File: config.mk
export PLATFORM = sky130hd
export DESIGN_NAME = ppc_uop_sequencer
export DESIGN_NICKNAME = d
export VERILOG_FILES = /design/src/rtl/ppc_uop_sequencer.sv
export SDC_FILE = /design/constraint.sdc
export NUM_CORES = 1
export LEC_CHECK = 0
export CORE_UTILIZATION = 30
export DETAILED_ROUTE_END_ITERATION = 8
export PLACE_DENSITY = 0.61
export RECOVER_POWER = 25
export SLEW_MARGIN = 20
export SYNTH_ARGS = -nofsm -noshare
export SYNTH_HDL_FRONTEND = slang
export SYNTH_SLANG_ARGS = --single-unit
File: constraint.sdc
create_clock -name clk -period 7 [get_ports clk]
set_clock_uncertainty 0.2 [all_clocks]
set_input_delay 2.1 -clock clk [delete_from_list [all_inputs] [get_ports clk]]
set_output_delay 2.1 -clock clk [all_outputs]
set_load 0.01 [all_outputs]
File: src/rtl/ppc_uop_sequencer.sv
// ppc_uop_sequencer
// Decode-side micro-op sequencer. Accepts one architectural instruction per
// valid/ready handshake and issues single-effect micro-ops downstream:
//   - D-form load/store with update -> base access + addi RA,RA,D
//   - lmw / stmw                     -> lwz / stw sequence up to r31
//   - everything else                -> passed through unchanged
// Optional feature macro: UOP_XFORM_UPDATE_EN
//   When defined, OPCD 31 X-form update loads/stores are split into the
//   indexed base access + add RA,RA,RB as well.
// Instruction fields use PPC bit numbering (bit 0 = MSB), so OPCD [0:5]
// maps to in_insn[31:26], RT [6:10] to [25:21], RA [11:15] to [20:16],
// D [16:31] to [15:0], RB [16:20] to [15:11], XO [21:30] to [10:1].

module ppc_uop_sequencer #(
  parameter int PC_WIDTH    = 32,
  parameter int INSTR_WIDTH = 32
) (
  input  logic                   clk,
  input  logic                   rst,
  input  logic                   flush,
  input  logic                   in_valid,
  output logic                   in_ready,
  input  logic [PC_WIDTH-1:0]    in_pc,
  input  logic [INSTR_WIDTH-1:0] in_insn,
  output logic                   out_valid,
  input  logic                   out_ready,
  output logic [INSTR_WIDTH-1:0] out_insn,
  output logic [PC_WIDTH-1:0]    out_pc,
  output logic                   out_last,
  output logic                   busy
);

  typedef enum logic [1:0] {
    S_IDLE = 2'd0,
    S_UPD  = 2'd1,
    S_MW   = 2'd2
  } state_t;

  localparam logic [5:0] OP_ADDI = 6'd14;
  localparam logic [5:0] OP_LWZ  = 6'd32;
  localparam logic [5:0] OP_STW  = 6'd36;
  localparam logic [5:0] OP_STMW = 6'd47;
`ifdef UOP_XFORM_UPDATE_EN
  localparam logic [5:0] OP_X31  = 6'd31;
  localparam logic [8:0] XO_ADD  = 9'd266;
`endif

  // Registered state
  state_t                   r_state;
  logic [4:0]               r_rt;
  logic [15:0]              r_d;      // offset for lmw/stmw and D-update; RB for X-update
  logic [4:0]               r_ra;
  logic                     r_is_st;  // sequence is stmw (stw) rather than lmw (lwz)
`ifdef UOP_XFORM_UPDATE_EN
  logic                     r_xupd;   // UPD finishes with add RA,RA,RB instead of addi
`endif
  logic                     r_out_valid;
  logic [INSTR_WIDTH-1:0]   r_out_insn;
  logic [PC_WIDTH-1:0]      r_out_pc;
  logic                     r_out_last;

  // Next-state values
  state_t                   w_state_nxt;
  logic [4:0]               w_rt_nxt;
  logic [15:0]              w_d_nxt;
  logic [4:0]               w_ra_nxt;
  logic                     w_is_st_nxt;
`ifdef UOP_XFORM_UPDATE_EN
  logic                     w_xupd_nxt;
`endif
  logic                     w_out_valid_nxt;
  logic [INSTR_WIDTH-1:0]   w_out_insn_nxt;
  logic [PC_WIDTH-1:0]      w_out_pc_nxt;
  logic                     w_out_last_nxt;

  // Decode of the offered instruction
  logic                     w_adv;
  logic                     w_accept;
  logic [5:0]               w_opcd;
  logic [4:0]               w_rt;
  logic [4:0]               w_ra;
  logic [15:0]              w_d;
  logic                     w_is_dupd;
  logic                     w_is_mw;
`ifdef UOP_XFORM_UPDATE_EN
  logic [9:0]               w_xo;
  logic                     w_is_xupd;
`endif

  assign w_opcd    = in_insn[31:26];
  assign w_rt      = in_insn[25:21];
  assign w_ra      = in_insn[20:16];
  assign w_d       = in_insn[15:0];
  assign w_is_dupd = w_opcd inside {6'd33, 6'd35, 6'd37, 6'd39, 6'd41, 6'd43, 6'd45};
  assign w_is_mw   = w_opcd inside {6'd46, 6'd47};
`ifdef UOP_XFORM_UPDATE_EN
  assign w_xo      = in_insn[10:1];
  assign w_is_xupd = (w_opcd == OP_X31) &&
                     (w_xo inside {10'd55, 10'd119, 10'd311, 10'd375, 10'd183, 10'd247, 10'd439});
`endif

  assign w_adv     = !r_out_valid || out_ready;
  assign in_ready  = !rst && (r_state == S_IDLE) && w_adv && !flush;
  assign w_accept  = in_valid && in_ready;

  assign out_valid = r_out_valid;
  assign out_insn  = r_out_insn;
  assign out_pc    = r_out_pc;
  assign out_last  = r_out_last;
  assign busy      = (r_state != S_IDLE);

  // Next-state and next-output logic: flush wins, otherwise advance only when
  // the current micro-op is gone (or there is none); else everything holds.
  always_comb begin
    // NOTE: every variable gets its hold value first so no path can infer a latch.
    w_state_nxt     = r_state;
    w_rt_nxt        = r_rt;
    w_d_nxt         = r_d;
    w_ra_nxt        = r_ra;
    w_is_st_nxt     = r_is_st;
`ifdef UOP_XFORM_UPDATE_EN
    w_xupd_nxt      = r_xupd;
`endif
    w_out_valid_nxt = r_out_valid;
    w_out_insn_nxt  = r_out_insn;
    w_out_pc_nxt    = r_out_pc;
    w_out_last_nxt  = r_out_last;

    if (flush) begin
      w_state_nxt     = S_IDLE;
      w_rt_nxt        = 5'd0;
      w_d_nxt         = 16'd0;
      w_out_valid_nxt = 1'b0;
    end else if (w_adv) begin
      unique case (r_state)
        S_IDLE: begin
          w_out_valid_nxt = 1'b0;
          if (w_accept) begin
            w_out_valid_nxt = 1'b1;
            w_out_pc_nxt    = in_pc;
            w_out_insn_nxt  = in_insn;
            w_out_last_nxt  = 1'b1;
            if (w_is_dupd) begin
              // Base opcode of each D-update form is one below it.
              w_out_insn_nxt = {w_opcd - 6'd1, in_insn[25:0]};
              w_out_last_nxt = 1'b0;
              w_ra_nxt       = w_ra;
              w_d_nxt        = w_d;
`ifdef UOP_XFORM_UPDATE_EN
              w_xupd_nxt     = 1'b0;
`endif
              w_state_nxt    = S_UPD;
            end else if (w_is_mw) begin
              w_out_insn_nxt = {(w_opcd == OP_STMW) ? OP_STW : OP_LWZ, in_insn[25:0]};
              if (w_rt != 5'd31) begin
                w_out_last_nxt = 1'b0;
                w_rt_nxt       = w_rt + 5'd1;
                w_d_nxt        = w_d + 16'd4;
                w_ra_nxt       = w_ra;
                w_is_st_nxt    = (w_opcd == OP_STMW);
                w_state_nxt    = S_MW;
              end
`ifdef UOP_XFORM_UPDATE_EN
            end else if (w_is_xupd) begin
              // Indexed base XO is the update XO minus 32; Rc forced to 0.
              w_out_insn_nxt = {in_insn[31:11], w_xo - 10'd32, 1'b0};
              w_out_last_nxt = 1'b0;
              w_ra_nxt       = w_ra;
              w_d_nxt        = {11'd0, in_insn[15:11]};
              w_xupd_nxt     = 1'b1;
              w_state_nxt    = S_UPD;
`endif
            end
          end
        end

        S_UPD: begin
          w_out_valid_nxt = 1'b1;
          w_out_last_nxt  = 1'b1;
          w_out_insn_nxt  = {OP_ADDI, r_ra, r_ra, r_d};
`ifdef UOP_XFORM_UPDATE_EN
          if (r_xupd) begin
            w_out_insn_nxt = {OP_X31, r_ra, r_ra, r_d[4:0], 1'b0, XO_ADD, 1'b0};
          end
`endif
          w_state_nxt     = S_IDLE;
        end

        S_MW: begin
          w_out_valid_nxt = 1'b1;
          w_out_insn_nxt  = {r_is_st ? OP_STW : OP_LWZ, r_rt, r_ra, r_d};
          w_out_last_nxt  = (r_rt == 5'd31);
          w_rt_nxt        = r_rt + 5'd1;
          w_d_nxt         = r_d + 16'd4;   // wraps modulo 2^16
          if (r_rt == 5'd31) begin
            w_state_nxt = S_IDLE;
          end
        end

        default: begin
          w_state_nxt = S_IDLE;
        end
      endcase
    end
  end

  // State and output registers with asynchronous reset to the idle, empty state.
  always_ff @(posedge clk or posedge rst) begin
    if (rst) begin
      r_state     <= S_IDLE;
      r_rt        <= 5'd0;
      r_d         <= 16'd0;
      r_ra        <= 5'd0;
      r_is_st     <= 1'b0;
`ifdef UOP_XFORM_UPDATE_EN
      r_xupd      <= 1'b0;
`endif
      r_out_valid <= 1'b0;
      r_out_insn  <= '0;
      r_out_pc    <= '0;
      r_out_last  <= 1'b0;
    end else begin
      // NOTE: non-blocking assignments so every register samples pre-edge values.
      r_state     <= w_state_nxt;
      r_rt        <= w_rt_nxt;
      r_d         <= w_d_nxt;
      r_ra        <= w_ra_nxt;
      r_is_st     <= w_is_st_nxt;
`ifdef UOP_XFORM_UPDATE_EN
      r_xupd      <= w_xupd_nxt;
`endif
      r_out_valid <= w_out_valid_nxt;
      r_out_insn  <= w_out_insn_nxt;
      r_out_pc    <= w_out_pc_nxt;
      r_out_last  <= w_out_last_nxt;
    end
  end

endmodule

==> summary.md <==
| Metric | Value |
|---|---|
| Cell mode on critical path | `clkdlybuf4s50_1` |
| Setup tns final | `0 ns` |
| Post-layout net count | `between 700 and 800` |
| IO Port Bufs | `136` |
| Vias in the first global route | `approximately 4900` |
| Largest area contributor in the netlist | `dfrtp_1` |
| Final Hold Fails | `0` |
| Register area share after synthesis | `46.8%` |
| Crit-path max cell delay | `0.49 ns` |
| Critical Path End Type | `output port` |
| Avg WL per Cell | `about 17 um` |
| Worst min path class | `flip-flop to flip-flop` |
| Top_reg_cell synth | `dfrtp_1` |
| Gate Count Post-Synth | `a little under 600` |
| Hold-fix buffers at CTS | `0` |
| Core Area | `16500 um2` |
| Status | `finished, violations left` |
| Total Wirelength | `between 15 and 20 mm` |
| Post-DRT Antenna Nets | `0` |
| Clock network power share | `33.3%` |
| Area Growth Syn to Fin | `38.4%` |
| Worst-Margin Slew | `1.98 ns` |
| Clock transition at path regs | `0.07 ns` |
| Flops & latches, synth | `95` |
| Failing checks | `max-capacitance violations, max-slew violations` |
| Die area | `17400 um2` |
| Cell Area, Synth | `5070 um2` |
| Combinational Power Share | `about a quarter` |
| Sink Count | `95` |
| Via density | `5.19` |
| CTS tree | `built` |
| Antenna cells | `0` |
| Setup bufs post-CTS | `0` |
| CTS buffer count | `9` |
| Post_cts resized | `0` |
| Slew headroom | `-32.9%` |
| Sequential share of power | `40.7%` |
| Critical path type | `primary input to output port` |
| Largest net degree at the start of global routing | `52` |
| H-Tree Level Count | `3` |
| Detail Placement HPWL | `10.9 mm` |
| Library cells used by synthesis | `60` |
| Worst path arrival time | `~3.8 ns` |
| Clk root buf | `clkbuf_16` |
| Psw | `0.491 mW` |
| Clock buffer depth | `2` |
| Final Util | `42.5%` |
| Fmax | `about 0.16 GHz` |
| Highest metal used | `met4` |
| Gpl congestion | `between 0.9 and 1` |
| Lkg Pwr | `2.99 nW` |
| Global Route Usage Sum | `18.5%` |
| Most frequent cells after synthesis | `nand2_1, dfrtp_1, nor2_1, o21ai_0, a221oi_1` |
| Num ports | `~140` |
| Die width | `132 um` |
| Top cells by area, synth | `dfrtp_1, nand2_1, nor2_1` |
| Number of max-cap violations | `1` |
| Global-route wire length before repair | `25.6 mm` |
| Met3 WL | `1.31 mm` |
| Final setup fails | `0` |
| CP Launch Type | `primary input` |
| CP Cell Sequence | `clkdlybuf4s50_1 -> nor2b_1 -> or3_1 -> nor2_1 -> clkdlybuf4s50_1` |
| Final Max Slew Viols | `46` |
| Initial core utilization | `30.7%` |
| Syn avg cell area | `8.73 um2` |
| # DRC | `0` |
| Layout cells sized above 1 | `~5.8%` |
| Asr flop ratio synth | `100%` |
| Fin crit share | `87.7%` |
| Switching Share | `around 28%` |
| Met2 Wirelength | `7.25 mm` |
| M1 wire length | `6.78 mm` |
| Count leader, synth | `nand2_1` |
| Cell Pwr Density | `around 250 nW/um2` |
| CP Data Required Time | `4.70 ns` |
| Mapped Nets | `661` |
| Row count | `47` |
| Grt total ovfl | `0` |
| Post-synth EDFFs | `0` |
| Post-layout min period | `6.14 ns` |
| Yosys top cell area share | `a little under half` |
| Crit path max fanout | `6` |
| Synth Warn # | `0` |
| Vias after detailed routing | `between 4000 and 5000` |
| Chip height | `132 um` |
| Int Power | `1.26 mW` |
| Peak supply drop | `roughly 0.14 mV` |
| Worst-Skew Late Latency | `0.35 ns` |
| Slowest cell on the critical path | `clkdlybuf4s50_1` |
| RSZ-0062 raised after global routing | `no` |
| 1st-iter DRT viols | `383` |
| DRT Pass-1 Iters | `5` |
| Initial antenna violation count | `0` |
==> worst max-delay path, delay by kind of cell <==
| family | cells | cell delay [ns] |
|---|---|---|
| buf+inv | 2 | 0.92 |
| simple gates | 3 | 0.81 |
==> cell type report <==
| type | instances | area (um2) |
|---|---|---|
| fillers | 1607 | 9500 |
| multi-input cells | 441 | 2540 |
| flip-flops and latches | 95 | 2380 |
| repair buffers | 143 | 1410 |
| well taps | 220 | 275 |
| clock buffers | 11 | 253 |
| clock inverters | 5 | 104 |
| inverters | 14 | 53.8 |
==> cell usage in the layout (no fill, tap or decap), types with 10 or more instances in the layout <==
master / count
clkdlybuf4s50_1: 115
ha_1: 11
nor2_1: 77
and3_1: 10
dfrtp_1: 95
nand3_1: 18
nand2_1: 132
o21ai_0: 28
a221oi_1: 27
a21oi_1: 18
inv_1: 12
dlygate4sd3_1: 21
==> final timing paths <==
kind / start / to / slack (ns) / cells after the start
min in group asynchronous: rst / out_pc[14]$_DFFE_PP0P_ / 2.57 / 2
hold reg to reg: out_pc[12]$_DFFE_PP0P_ / out_pc[12]$_DFFE_PP0P_ / 0.28 / 2
hold / removal: out_pc[12]$_DFFE_PP0P_ / out_pc[12]$_DFFE_PP0P_ / 0.28 / 2
setup reg to reg: r_state[0]$_DFFE_PP0P_ / r_is_st$_DFFE_PP0P_ / 4.07 / 8
max in group asynchronous: rst / out_insn[17]$_DFFE_PP0P_ / 2.56 / 3
setup / recovery: out_ready / in_ready / 0.86 / 5
==> state kept, by name (all words and copies together), names as in the netlist, 2 cells and up <==
| name | cells |
|---|---|
| r_state | 2 |
| r_ra | 5 |
| out_insn | 32 |
| out_pc | 32 |
| r_rt | 5 |
| r_d | 16 |
==> kinds of logic after synthesis <==
| group | count (synthesis) | share of synthesized area (%) |
|---|---|---|
| buffers and inverters | 45 | 3.45 |
| flip-flops | 95 | 46.8 |
| multiplexers | 14 | 2.93 |
| adder cells (fa/ha/maj) | 11 | 2.71 |
| XOR/XNOR | 13 | 2.24 |
| AO/OA/AOI/OAI | 124 | 17.5 |
| AND/OR/NAND/NOR | 279 | 24.3 |
==> routing by layer <==
metal	global-route usage, %	up-vias
li1	-	2297
met1	23.1	2282
met2	30.6	217
met3	5.46	28
met4	5.94	0
met5	0	-
==> power by group through the flow <==
| stage | clock (mW) | sequential (mW) | combinational [mW] |
|---|---|---|---|
| 6_report | 0.584 | 0.714 | 0.456 |
| 5_1_grt | 0.622 | 0.730 | 0.501 |
| 4_1_cts | 0.600 | 0.717 | 0.473 |
| 3_5_place_dp | 0 | 0.724 | 0.471 |
| 3_3_place_gp | 0 | 0.720 | 0.467 |
| 2_1_floorplan | 0 | 0.758 | 0.150 |
==> metrics by stage <==
stage	power, mW	setup WS, ns	cells	hold WS (ns)	instance area (um2)
final	1.76	0.864	929	0.277	7020
after global routing	1.85	0.735	929	0.310	7020
after CTS	1.79	0.858	929	0.285	7020
after detailed placement	1.20	0.859	913	0.263	6670
after global placement	1.19	0.936	913	0.257	6660
after floorplan	0.908	2.01	581	0.274	5070
(Power assumes the default switching activity.)
